`config.mk`:
```
export PLATFORM = sky130hd
export DESIGN_NAME = uart_cmd_master
export DESIGN_NICKNAME = d
export VERILOG_FILES = /design/src/rtl/uart_cmd_pkg.sv /design/src/rtl/uart_cmd_frame_sel.sv /design/src/rtl/uart_cmd_master.sv
export SDC_FILE = /design/constraint.sdc
export NUM_CORES = 1
export LEC_CHECK = 0
export CAP_MARGIN = 30
export CORE_MARGIN = 2
export CORE_UTILIZATION = 40
export CTS_BUF_LIST = sky130_fd_sc_hd__clkbuf_8
export CTS_CLUSTER_SIZE = 10
export DETAILED_ROUTE_END_ITERATION = 8
export GPL_TIMING_DRIVEN = 0
export MAX_ROUTING_LAYER = met4
export PLACE_DENSITY = 0.69
export SLEW_MARGIN = 10
export SYNTH_ARGS = -nofsm -noshare
export SYNTH_HDL_FRONTEND = slang
export SYNTH_SLANG_ARGS = --single-unit
```
`constraint.sdc`:
```
create_clock -name i_clk -period 3.7 [get_ports i_clk]
set_input_delay 0.37 -clock i_clk [delete_from_list [all_inputs] [get_ports i_clk]]
set_output_delay 0.37 -clock i_clk [all_outputs]
set_load 0.02 [all_outputs]
```
`src/rtl/uart_cmd_pkg.sv`:
```
// Shared definitions for the UART command protocol.
// Holds the opcode constants (also used by the system controller), the
// request command and FSM state enums, and the frame/response lengths.
package uart_cmd_pkg;

    localparam logic [7:0] OPC_WR     = 8'hAA;
    localparam logic [7:0] OPC_RD     = 8'hBB;
    localparam logic [7:0] OPC_ALU    = 8'hCC;
    localparam logic [7:0] OPC_ALU_NO = 8'hDD;

    typedef enum logic [1:0] {
        CMD_WR     = 2'd0,
        CMD_RD     = 2'd1,
        CMD_ALU    = 2'd2,
        CMD_ALU_NO = 2'd3
    } cmd_e;

    typedef enum logic [1:0] {
        ST_IDLE,
        ST_SEND,
        ST_WAIT_RSP,
        ST_DONE
    } state_e;

    localparam logic [2:0] FRAME_LEN_WR     = 3'd3;
    localparam logic [2:0] FRAME_LEN_RD     = 3'd2;
    localparam logic [2:0] FRAME_LEN_ALU    = 3'd4;
    localparam logic [2:0] FRAME_LEN_ALU_NO = 3'd2;

    localparam logic [1:0] RSP_LEN_WR     = 2'd0;
    localparam logic [1:0] RSP_LEN_RD     = 2'd1;
    localparam logic [1:0] RSP_LEN_ALU    = 2'd2;
    localparam logic [1:0] RSP_LEN_ALU_NO = 2'd2;

    function automatic logic [2:0] frame_len(input cmd_e c);
        case (c)
            CMD_WR:  return FRAME_LEN_WR;
            CMD_RD:  return FRAME_LEN_RD;
            CMD_ALU: return FRAME_LEN_ALU;
            default: return FRAME_LEN_ALU_NO;
        endcase
    endfunction

    function automatic logic [1:0] rsp_len(input cmd_e c);
        case (c)
            CMD_WR:  return RSP_LEN_WR;
            CMD_RD:  return RSP_LEN_RD;
            CMD_ALU: return RSP_LEN_ALU;
            default: return RSP_LEN_ALU_NO;
        endcase
    endfunction

endpackage

```
`src/rtl/uart_cmd_frame_sel.sv`:
```
// Combinational frame byte selector: given the request fields and a byte
// index, returns that byte of the frame, whether it is the last byte, and
// how many response bytes the command expects.
module uart_cmd_frame_sel
    import uart_cmd_pkg::*;
#(
    parameter int unsigned DATA_WIDTH = 8,
    parameter int unsigned ADDR_WIDTH = 4
) (
    input  cmd_e                  i_cmd,
    input  logic [ADDR_WIDTH-1:0] i_addr,
    input  logic [DATA_WIDTH-1:0] i_data,
    input  logic [DATA_WIDTH-1:0] i_op_b,
    input  logic [3:0]            i_fun,
    input  logic [1:0]            i_idx,
    output logic [DATA_WIDTH-1:0] o_byte,
    output logic                  o_last,
    output logic [1:0]            o_rsp_len
);

    logic [DATA_WIDTH-1:0] w_addr_ext;
    logic [DATA_WIDTH-1:0] w_fun_ext;

    assign w_addr_ext = DATA_WIDTH'(i_addr);
    assign w_fun_ext  = DATA_WIDTH'(i_fun);

    // Byte mux per command and index
    always_comb begin
        o_byte = '0;
        case (i_cmd)
            CMD_WR: begin
                case (i_idx)
                    2'd0:    o_byte = DATA_WIDTH'(OPC_WR);
                    2'd1:    o_byte = w_addr_ext;
                    default: o_byte = i_data;
                endcase
            end
            CMD_RD: begin
                o_byte = (i_idx == 2'd0) ? DATA_WIDTH'(OPC_RD) : w_addr_ext;
            end
            CMD_ALU: begin
                case (i_idx)
                    2'd0:    o_byte = DATA_WIDTH'(OPC_ALU);
                    2'd1:    o_byte = i_data;
                    2'd2:    o_byte = i_op_b;
                    default: o_byte = w_fun_ext;
                endcase
            end
            default: begin
                o_byte = (i_idx == 2'd0) ? DATA_WIDTH'(OPC_ALU_NO) : w_fun_ext;
            end
        endcase
    end

    assign o_last    = ({1'b0, i_idx} == (frame_len(i_cmd) - 3'd1));
    assign o_rsp_len = rsp_len(i_cmd);

endmodule

```
`src/rtl/uart_cmd_master.sv`:
```
// UART command master: serializes one request into an AA/BB/CC/DD frame
// toward UART TX and assembles up to two response bytes from UART RX into
// a 16-bit result.
// Optional feature: define UART_CMD_MASTER_TIMEOUT_EN to bound WAIT_RSP by
// RSP_TIMEOUT cycles (completion with o_rsp_err=1); otherwise it waits forever.
module uart_cmd_master
    import uart_cmd_pkg::*;
#(
    parameter int unsigned DATA_WIDTH  = 8,
    parameter int unsigned ADDR_WIDTH  = 4,
    parameter int unsigned RSP_TIMEOUT = 4096
) (
    input  logic                  i_clk,
    input  logic                  i_rst,
    input  logic                  i_req_valid,
    output logic                  o_req_ready,
    input  logic [1:0]            i_req_cmd,
    input  logic [ADDR_WIDTH-1:0] i_req_addr,
    input  logic [DATA_WIDTH-1:0] i_req_data,
    input  logic [DATA_WIDTH-1:0] i_req_op_b,
    input  logic [3:0]            i_req_fun,
    output logic [DATA_WIDTH-1:0] o_tx_data,
    output logic                  o_tx_valid,
    input  logic                  i_tx_ready,
    input  logic [DATA_WIDTH-1:0] i_rx_data,
    input  logic                  i_rx_valid,
    output logic [15:0]           o_rsp_data,
    output logic                  o_rsp_valid,
    output logic                  o_rsp_err,
    output logic                  o_busy
);

    state_e                r_state;
    cmd_e                  r_cmd;
    logic [ADDR_WIDTH-1:0] r_addr;
    logic [DATA_WIDTH-1:0] r_data;
    logic [DATA_WIDTH-1:0] r_op_b;
    logic [3:0]            r_fun;
    logic [1:0]            r_idx;
    logic                  r_last;
    logic [1:0]            r_rsp_len;
    logic [1:0]            r_rx_cnt;
    logic [DATA_WIDTH-1:0] r_tx_data;
    logic                  r_tx_valid;
    logic [15:0]           r_rsp_data;
    logic                  r_rsp_valid;

    cmd_e                  w_sel_cmd;
    logic [ADDR_WIDTH-1:0] w_sel_addr;
    logic [DATA_WIDTH-1:0] w_sel_data;
    logic [DATA_WIDTH-1:0] w_sel_op_b;
    logic [3:0]            w_sel_fun;
    logic [1:0]            w_sel_idx;
    logic [DATA_WIDTH-1:0] w_byte;
    logic                  w_last;
    logic [1:0]            w_rsp_len;

`ifdef UART_CMD_MASTER_TIMEOUT_EN
    localparam int unsigned TMO_W = $clog2(RSP_TIMEOUT + 1);
    logic [TMO_W-1:0]      r_tmo_cnt;
    logic                  r_rsp_err;
    assign o_rsp_err = r_rsp_err;
`else
    logic w_unused_tmo;
    assign w_unused_tmo = ^RSP_TIMEOUT;
    assign o_rsp_err    = 1'b0;
`endif

    // The selector looks one byte ahead so TX_DATA can be registered: in IDLE
    // it sees the live request (byte 0), in SEND the byte after the current one.
    assign w_sel_cmd  = (r_state == ST_IDLE) ? cmd_e'(i_req_cmd) : r_cmd;
    assign w_sel_addr = (r_state == ST_IDLE) ? i_req_addr : r_addr;
    assign w_sel_data = (r_state == ST_IDLE) ? i_req_data : r_data;
    assign w_sel_op_b = (r_state == ST_IDLE) ? i_req_op_b : r_op_b;
    assign w_sel_fun  = (r_state == ST_IDLE) ? i_req_fun  : r_fun;
    assign w_sel_idx  = (r_state == ST_IDLE) ? 2'd0 : (r_idx + 2'd1);

    uart_cmd_frame_sel #(
        .DATA_WIDTH (DATA_WIDTH),
        .ADDR_WIDTH (ADDR_WIDTH)
    ) u_frame_sel (
        .i_cmd     (w_sel_cmd),
        .i_addr    (w_sel_addr),
        .i_data    (w_sel_data),
        .i_op_b    (w_sel_op_b),
        .i_fun     (w_sel_fun),
        .i_idx     (w_sel_idx),
        .o_byte    (w_byte),
        .o_last    (w_last),
        .o_rsp_len (w_rsp_len)
    );

    // Request/frame/response FSM with registered outputs
    always_ff @(posedge i_clk or posedge i_rst) begin
        if (i_rst) begin
            r_state     <= ST_IDLE;
            r_cmd       <= CMD_WR;
            r_addr      <= '0;
            r_data      <= '0;
            r_op_b      <= '0;
            r_fun       <= '0;
            r_idx       <= '0;
            r_last      <= 1'b0;
            r_rsp_len   <= '0;
            r_rx_cnt    <= '0;
            r_tx_data   <= '0;
            r_tx_valid  <= 1'b0;
            r_rsp_data  <= '0;
            r_rsp_valid <= 1'b0;
`ifdef UART_CMD_MASTER_TIMEOUT_EN
            r_tmo_cnt   <= '0;
            r_rsp_err   <= 1'b0;
`endif
        end else begin
            r_rsp_valid <= 1'b0;
            case (r_state)
                ST_IDLE: begin
                    if (i_req_valid) begin
                        r_cmd      <= cmd_e'(i_req_cmd);
                        r_addr     <= i_req_addr;
                        r_data     <= i_req_data;
                        r_op_b     <= i_req_op_b;
                        r_fun      <= i_req_fun;
                        r_idx      <= '0;
                        r_tx_data  <= w_byte;
                        r_last     <= w_last;
                        r_rsp_len  <= w_rsp_len;
                        r_tx_valid <= 1'b1;
                        r_rsp_data <= '0;
`ifdef UART_CMD_MASTER_TIMEOUT_EN
                        r_rsp_err  <= 1'b0;
`endif
                        r_state    <= ST_SEND;
                    end
                end
                ST_SEND: begin
                    if (r_tx_valid && i_tx_ready) begin
                        if (r_last) begin
                            r_tx_valid <= 1'b0;
                            r_rx_cnt   <= '0;
`ifdef UART_CMD_MASTER_TIMEOUT_EN
                            r_tmo_cnt  <= '0;
`endif
                            if (r_rsp_len == 2'd0) begin
                                r_rsp_valid <= 1'b1;
                                r_state     <= ST_DONE;
                            end else begin
                                r_state <= ST_WAIT_RSP;
                            end
                        end else begin
                            r_idx     <= r_idx + 2'd1;
                            r_tx_data <= w_byte;
                            r_last    <= w_last;
                        end
                    end
                end
                ST_WAIT_RSP: begin
                    if (i_rx_valid) begin
                        if (r_rx_cnt == 2'd0) begin
                            r_rsp_data[7:0] <= 8'(i_rx_data);
                        end else begin
                            r_rsp_data[15:8] <= 8'(i_rx_data);
                        end
                        r_rx_cnt <= r_rx_cnt + 2'd1;
`ifdef UART_CMD_MASTER_TIMEOUT_EN
                        r_tmo_cnt <= '0;
`endif
                        if ((r_rx_cnt + 2'd1) == r_rsp_len) begin
                            r_rsp_valid <= 1'b1;
                            r_state     <= ST_DONE;
                        end
                    end
`ifdef UART_CMD_MASTER_TIMEOUT_EN
                    else if (r_tmo_cnt == TMO_W'(RSP_TIMEOUT - 1)) begin
                        r_rsp_err   <= 1'b1;
                        r_rsp_data  <= '0;
                        r_rsp_valid <= 1'b1;
                        r_state     <= ST_DONE;
                    end else begin
                        r_tmo_cnt <= r_tmo_cnt + 1'b1;
                    end
`endif
                end
                ST_DONE: begin
                    r_state <= ST_IDLE;
                end
                default: begin
                    r_state <= ST_IDLE;
                end
            endcase
        end
    end

    assign o_req_ready = (r_state == ST_IDLE);
    assign o_busy      = (r_state != ST_IDLE);
    assign o_tx_data   = r_tx_data;
    assign o_tx_valid  = r_tx_valid;
    assign o_rsp_data  = r_rsp_data;
    assign o_rsp_valid = r_rsp_valid;

endmodule

```
==> metrics.txt <==
CP most frequent cell inv_1; cell area after synthesis approximately 0.0032 sq mm; Vias 2541; cells resized by post-CTS repair 0; Startpoint Class flop; detailed-route wire length between 7000 and 8000 microns; Post-synth EDFFs 0; Max Root-Sink Buffers 2; worst reg2reg endpoint o_tx_data[0]; Top Ports 68; worst endpoint required time between 3 and 4 ns; Nets 430; outcome finished clean; area share of the largest cell type after synthesis around half; Seq/Total Area, Yosys 48.1%; GRT Total Usage about a fifth; Final setup viols 0; vias in the first global route 2459; DIE AREA roughly 0.0087 sq mm; clk slew on worst S/H paths 0.07 ns; placer congestion estimate 0.890; layout cells sized above 1 between 10% and 20%; Reg-to-Reg Start r_state[0]; Area contributors post-synth dfrtp_1 48%, mux2_2 11%, o21ai_0 4.7%, nand2_1 4.0%, nand3_1 2.7%; CP Capture Type output port; Inserted Diodes 0; critical-path cell list inv_1 -> ha_1 -> buf_6 -> inv_1 -> clkdlybuf4s50_1; DRT antenna net count 0; DR iter-0 viols 140; DIE WIDTH around 93 microns; syn avg cell area 10.2 sq um; worst-path fanout max 10; Slowest-stage cell, CP clkdlybuf4s50_1; HP Class flop to flop; I/O Buffers 66; Critical Path Sink o_busy; ys flop type dfrtp_1; slew at the pin closest to its max-slew limit just over 0.8 ns; Worst Skew about 0.0068 ns; CP Class flop to output port; leading area contributor after synthesis dfrtp_1; cell count after synthesis 310; post-synth cell types between 50 and 60; Crit path arrival time 2.13 ns; Peak VDD IR 0.182 mV; power per cell area about 320 mW/mm^2; Clock Latency Late Sink about 0.35 ns; CP startpoint r_state[0]; first-pass GRT wire length around 12000 microns; #FFs+latches synth 61; warnings from Yosys 0; antenna violations before repair 0; First-pass DRT Iterations 4; Overall Power approximately 0.0013 W; post-route DRC violation count 0; CTS tree yes; Final period util between 60% and 70%; area grow syn2layout 31.0%; initial core utilization 41.1%; LEAKAGE about 1.8 nW; pin count of the biggest net entering global routing 62; Vert. Die Dim 93.1 microns; Fin. Hold Viols 0; CTS Sinks 61; syn nets about 350; Tmin final ~2.5 ns; unrepaired setup endpoints after global routing false; DP HPWL approximately 5400 microns; grt total ovfl 0; max incr delay on CP ~0.64 ns; Max Slew Vio Count 0; Peak Freq 400 MHz; slew margin rel. 43.4%; Num CTS Buffers 9; Root Driver clkbuf_8; max-cap violation count 0; Worst R2R Path Depth 6; FF-to-FF setup slack around 1.4 ns; post-CTS setup buffers 0; Core Footprint about 0.0077 sq mm; Std-Cell Rows 32; vias per inst ~5.1; Post-synth ARST share between 90% and 100%; hold_buf cts 0; setup total negative slack 0 ns; Avg WL per Cell 14.9 microns; H-tree depth 3
==> Yosys cell counts, types with 2 or more instances <==
cell       n
nor2_1    12
inv_1     21
o31ai_1    3
nand2b_1   3
o22ai_1    3
nor3_1     5
buf_4      4
o21ai_1    3
a21oi_1   15
o21ai_0   30
xnor2_1    2
nand3b_1   2
mux2_2    31
a221oi_1   2
nand2_1   34
clkbuf_1   3
a31oi_1    4
nand4_1    3
dfrtp_1   61
ha_1       4
mux2_4     3
buf_6      2
a21boi_0   2
nand3_1   17
xor2_1     2
mux2i_1    7
buf_2      8
==> sequential cells by signal, summed over array words and instances, names as in the netlist <==
register     cells
o_rsp_data      16
o_tx_data        8
r_data           8
r_op_b           8
r_addr           4
r_fun            4
r_cmd            2
r_idx            2
r_rsp_len        2
r_rx_cnt         2
r_state          2
o_rsp_valid      1
o_tx_valid       1
r_last           1
==> power by group <==
part | leakage, nW | switching [W] | internal (W) | total (W)
clock network | 0.105 | 0.000265 | 0.000322 | 0.000587
logic | 0.895 | 0.0000243 | 0.0000368 | 0.0000611
registers | 0.832 | 0 | 0.000667 | 0.000667
==> routing by layer <==
layer	global-route usage, %	routed length, microns	share of wire, %	vias up
met2	28.4	3420	46	91
li1	-	-	-	1249
met1	24.0	3380	46	1192
met4	6.62	85	1.2	0
met5	-	0	0	-
met3	5.56	480	6.5	9
==> critical path: cells and delay by family (launching register included) <==
family	cells	cell delay, ns
fa+ha+maj	1	0.32
buf+inv	4	1.05
flops	1	0.40
==> cells by family (layout without fill, tap and decap cells) <==
family	count (synthesis)	after routing	share of synthesized area [%]
AO/OA/AOI/OAI	75	75	14.9
flip-flops	61	61	48.1
multiplexers	42	42	15.3
other	1	1	0.118
AND/OR/NAND/NOR	84	84	13.0
adder cells (fa/ha/maj)	4	4	1.58
XOR/XNOR	4	4	1.10
buffers and inverters	39	121	5.91
==> metrics by stage <==
stage	hold slack, ns	area [sq um]	cells	worst slack, ns	util (%)
finish	0.477	4160	494	1.20	53.8
global route	0.501	4160	494	1.10	53.8
CTS	0.485	4160	494	1.15	53.8
detailed placement	0.469	3970	478	1.43	51.3
global placement	0.461	3970	478	0.757	51.3
floorplan	0.450	3180	310	1.66	-
==> worst min path at each step <==
stage | depth (start not counted) | startpoint | slack [ns] | endpoint
detailed placement | 2 | o_rsp_data[9] | 0.47 | o_rsp_data[9]
finish | 2 | o_rsp_data[9] | 0.48 | o_rsp_data[9]
global placement | 2 | o_rsp_data[13] | 0.46 | o_rsp_data[13]
global route | 2 | o_rsp_data[11] | 0.50 | o_rsp_data[11]
floorplan | 2 | r_rx_cnt[1] | 0.45 | r_rx_cnt[1]
CTS | 2 | o_rsp_data[11] | 0.48 | o_rsp_data[11]
==> cells in the final DEF (no fill, tap or decap), types with 2 or more instances in the layout <==
| cell | count |
|---|---|
| a21boi_0 | 2 |
| a21oi_1 | 15 |
| a221oi_1 | 2 |
| a31oi_1 | 4 |
| buf_2 | 8 |
| buf_4 | 4 |
| buf_6 | 2 |
| clkbuf_1 | 3 |
| clkbuf_8 | 10 |
| clkdlybuf4s50_1 | 66 |
| clkinv_2 | 2 |
| dfrtp_1 | 61 |
| ha_1 | 4 |
| inv_1 | 22 |
| mux2_2 | 31 |
| mux2_4 | 3 |
| mux2i_1 | 7 |
| nand2_1 | 34 |
| nand2b_1 | 3 |
| nand3_1 | 17 |
| nand3b_1 | 2 |
| nand4_1 | 3 |
| nor2_1 | 12 |
| nor3_1 | 5 |
| o21ai_0 | 30 |
| o21ai_1 | 3 |
| o22ai_1 | 3 |
| o31ai_1 | 3 |
| xnor2_1 | 2 |
| xor2_1 | 2 |
==> layout make-up <==
type / instances / area [sq um]
buffer: 18 / 109
clock buffer: 10 / 138
clock inverter: 6 / 55.1
fill: 713 / 3570
inverter: 21 / 81.3
multi-input combinational: 210 / 1460
sequential: 61 / 1530
tap: 102 / 128
timing repair buffer: 66 / 661
No activity file was read; power rests on OpenSTA's default activity.
==> patch, RTL diff (same settings) <==
Add a define of `UART_CMD_MASTER_TIMEOUT_EN`.
--- a/src/rtl/uart_cmd_master.sv
+++ b/src/rtl/uart_cmd_master.sv
@@ -3,6 +3,8 @@
 // a 16-bit result.
 // Optional feature: define UART_CMD_MASTER_TIMEOUT_EN to bound WAIT_RSP by
 // RSP_TIMEOUT cycles (completion with o_rsp_err=1); otherwise it waits forever.
+`define UART_CMD_MASTER_TIMEOUT_EN
+
 module uart_cmd_master
     import uart_cmd_pkg::*;
 #(
Behaviour: same outputs for any inputs over 10 cycles, from zero or initial values and one cycle with i_rst high; that may be too few to reach the edited logic, so the function may still have changed.
==> patch against the original RTL <==
Cell area up 26%. Sequential share of layout area down 0.86 points. Sequential cell count up 14. Total power grew to 3.3 times the old value. Synthesized area grew 32%. Setup slack got worse by 0.16 ns. Sequential power grew 110%. Wire length is 45% higher. Register-to-register slack got worse by 0.39 ns. Highest routed layer unchanged.
==> patch: results (changes against the original RTL) <==
Drt
  • Metal-1 WL: 4910 µm (+45%)
  • Met3 wire length: 468 µm (-2.5%)
  • DR WL met2: 5100 µm (+49%)
  • Routed len/inst: 17.5 µm (+18%)
  • Initial DRC count: 203 (+45%)
  • Top layer in use: met4
  • Final WL: 10600 µm (+45%)
  • Vias per std cell: 5.60 (+8.8%)
  • First-pass DRT Iterations: 5 (+1)

Global route
  • Met1 GRT Util: 0.261 (+0.0212)
  • Met3 global-route usage: 0.0282 (-0.0274)
  • Largest net degree at the start of global routing: 49 (-21%)
  • Vias in the first global route: 3506 (+43%)
  • First-pass GRT wire length: 17600 µm (+45%)
  • Overall global routing resource usage: 0.201 (+0.0138)
  • Met2 Track Usage GR: 0.324 (+0.0393)

Placed design
  • Placed Instances: 592 (+24%)
  • GPL Wtd Cong: 0.875 (-1.6%)
  • Port bufs: 65 (-1.5%)
  • HPWL Detailed: 7700 µm (+44%)

Run status
  • Status: completed

Power
  • Seq power: 1.38 mW (+110%)
  • PwrDens: 837 nW/µm² (+160%)
  • Peak supply drop: 0.351 mV (+92%)
  • Int Pwr: 2.58 mW (+150%)
  • Pleak: 2.23 nW (+22%)
  • P_clk: 0.658 mW (+12%)

Worst setup path
  • Slowest CP cell: clkbuf_1
  • R2R setup slack: 1.04 ns (-0.39 ns)
  • Data arrival, critical path: 2.89 ns (+0.76 ns)
  • Slowest stage delay, CP: 0.53 ns (-0.11 ns)

STA
  • Final hold slack: 0.359 ns (-0.118 ns)
  • Hold Vio Cnt, Final: 0 (unchanged)
  • Worst-margin pin slew: 0.800 ns (-0.0264 ns)
  • Setup TNS: 0 ns (unchanged)
  • Clock Skew: 0.00976 ns (+0.00295 ns)

Logic synthesis
  • Syn avg cell area: 10.7 µm² (+4.7%)
  • Ys async rst share: 1.00 (unchanged)
  • Net Count, Synth: 434 (+23%)
  • Seq/Total Area, Yosys: 0.448 (-0.0321)
  • Yosys cell types: 69 (+35%)
  • Top cells by area, synth: dfrtp_1 45%, mux2_2 8.6%, mux2_4 5.7%
  • Synth cell count leaders: 75 x dfrtp_1, 33 x nand2_1, 32 x mux2_2, 19 x clkbuf_1

Clock tree
  • Clock Pin Slew Worst Setup and Hold Paths: approximately 0.08 ns
  • Clock Latency Late Sink: 0.35 ns (about the same)
  • Max Root-Sink Buffers: 2 (unchanged)

Layout
  • Post-layout nets: 511 (+19%)
  • Max FFs per register: 16 (unchanged)
  • Share of cells above drive strength 1: 0.170 (-0.0138)

Worst hold path
  • Worst hold path class: in2async
patch: cell count changes in the layout (fill, tap and decap cells not counted), moves of 5 or more:
cell / delta
inv_1: -7
nand3_1: -7
nor2_1: -5
dfrtp_1: +14
o41ai_1: +6
and3_1: +10
nor2b_1: +5
buf_2: -5
mux2_4: +13
nor4_1: +5
clkbuf_1: +16
o21ai_0: -13
patch: per-stage QoR:
step,worst slack [ns],area [µm²],util
2_1_floorplan,1.42,4190,-
3_3_place_gp,0.183,5010,0.489
3_5_place_dp,1.03,5040,0.492
4_1_cts,1.01,5240,0.512
5_1_grt,0.836,5240,0.512
6_report,1.04,5240,0.512
patch: cells by family after synthesis:
logic type,share of synthesized area
adders and majority gates,0.0197
buffers and inverters,0.0463
xor gates and xnor gates,0.0105
muxes,0.170
DFF,0.448
and+or+nand+nor,0.149
AOI/OAI and AO/OA,0.156
patch: final cells by class:
type | instances | area, µm²
Fill cell | 884 | 4990
Multi-Input combinational cell | 272 | 2110
Sequential cell | 75 | 1880
Timing Repair Buffer | 66 | 678
Tap cell | 136 | 170
Clock buffer | 11 | 151
Buffer | 26 | 116
Inverter | 17 | 80.1
Clock inverter | 4 | 50.0
patch: worst paths after layout:
kind | start | end | cells after the start
max in group asynchronous | i_rst | r_fun[0] | 3
worst min-delay path | i_rst | o_rsp_data[2] | 2
worst min register to register | o_tx_data[7] | o_tx_data[7] | 1
worst max-delay path | r_state[0] | r_fun[2] | 7
worst max register to register | r_state[0] | r_fun[2] | 7
min in group i_clk | i_req_valid | r_cmd[1] | 3
patch: worst max-delay path, delay by kind of cell, from the launching register on:
kind | cells | cell delay, ns
and+or+nand+nor | 1 | 0.15
DFF | 1 | 0.37
muxes | 1 | 0.39
buffers and inverters | 4 | 1.32
adders and majority gates | 1 | 0.30
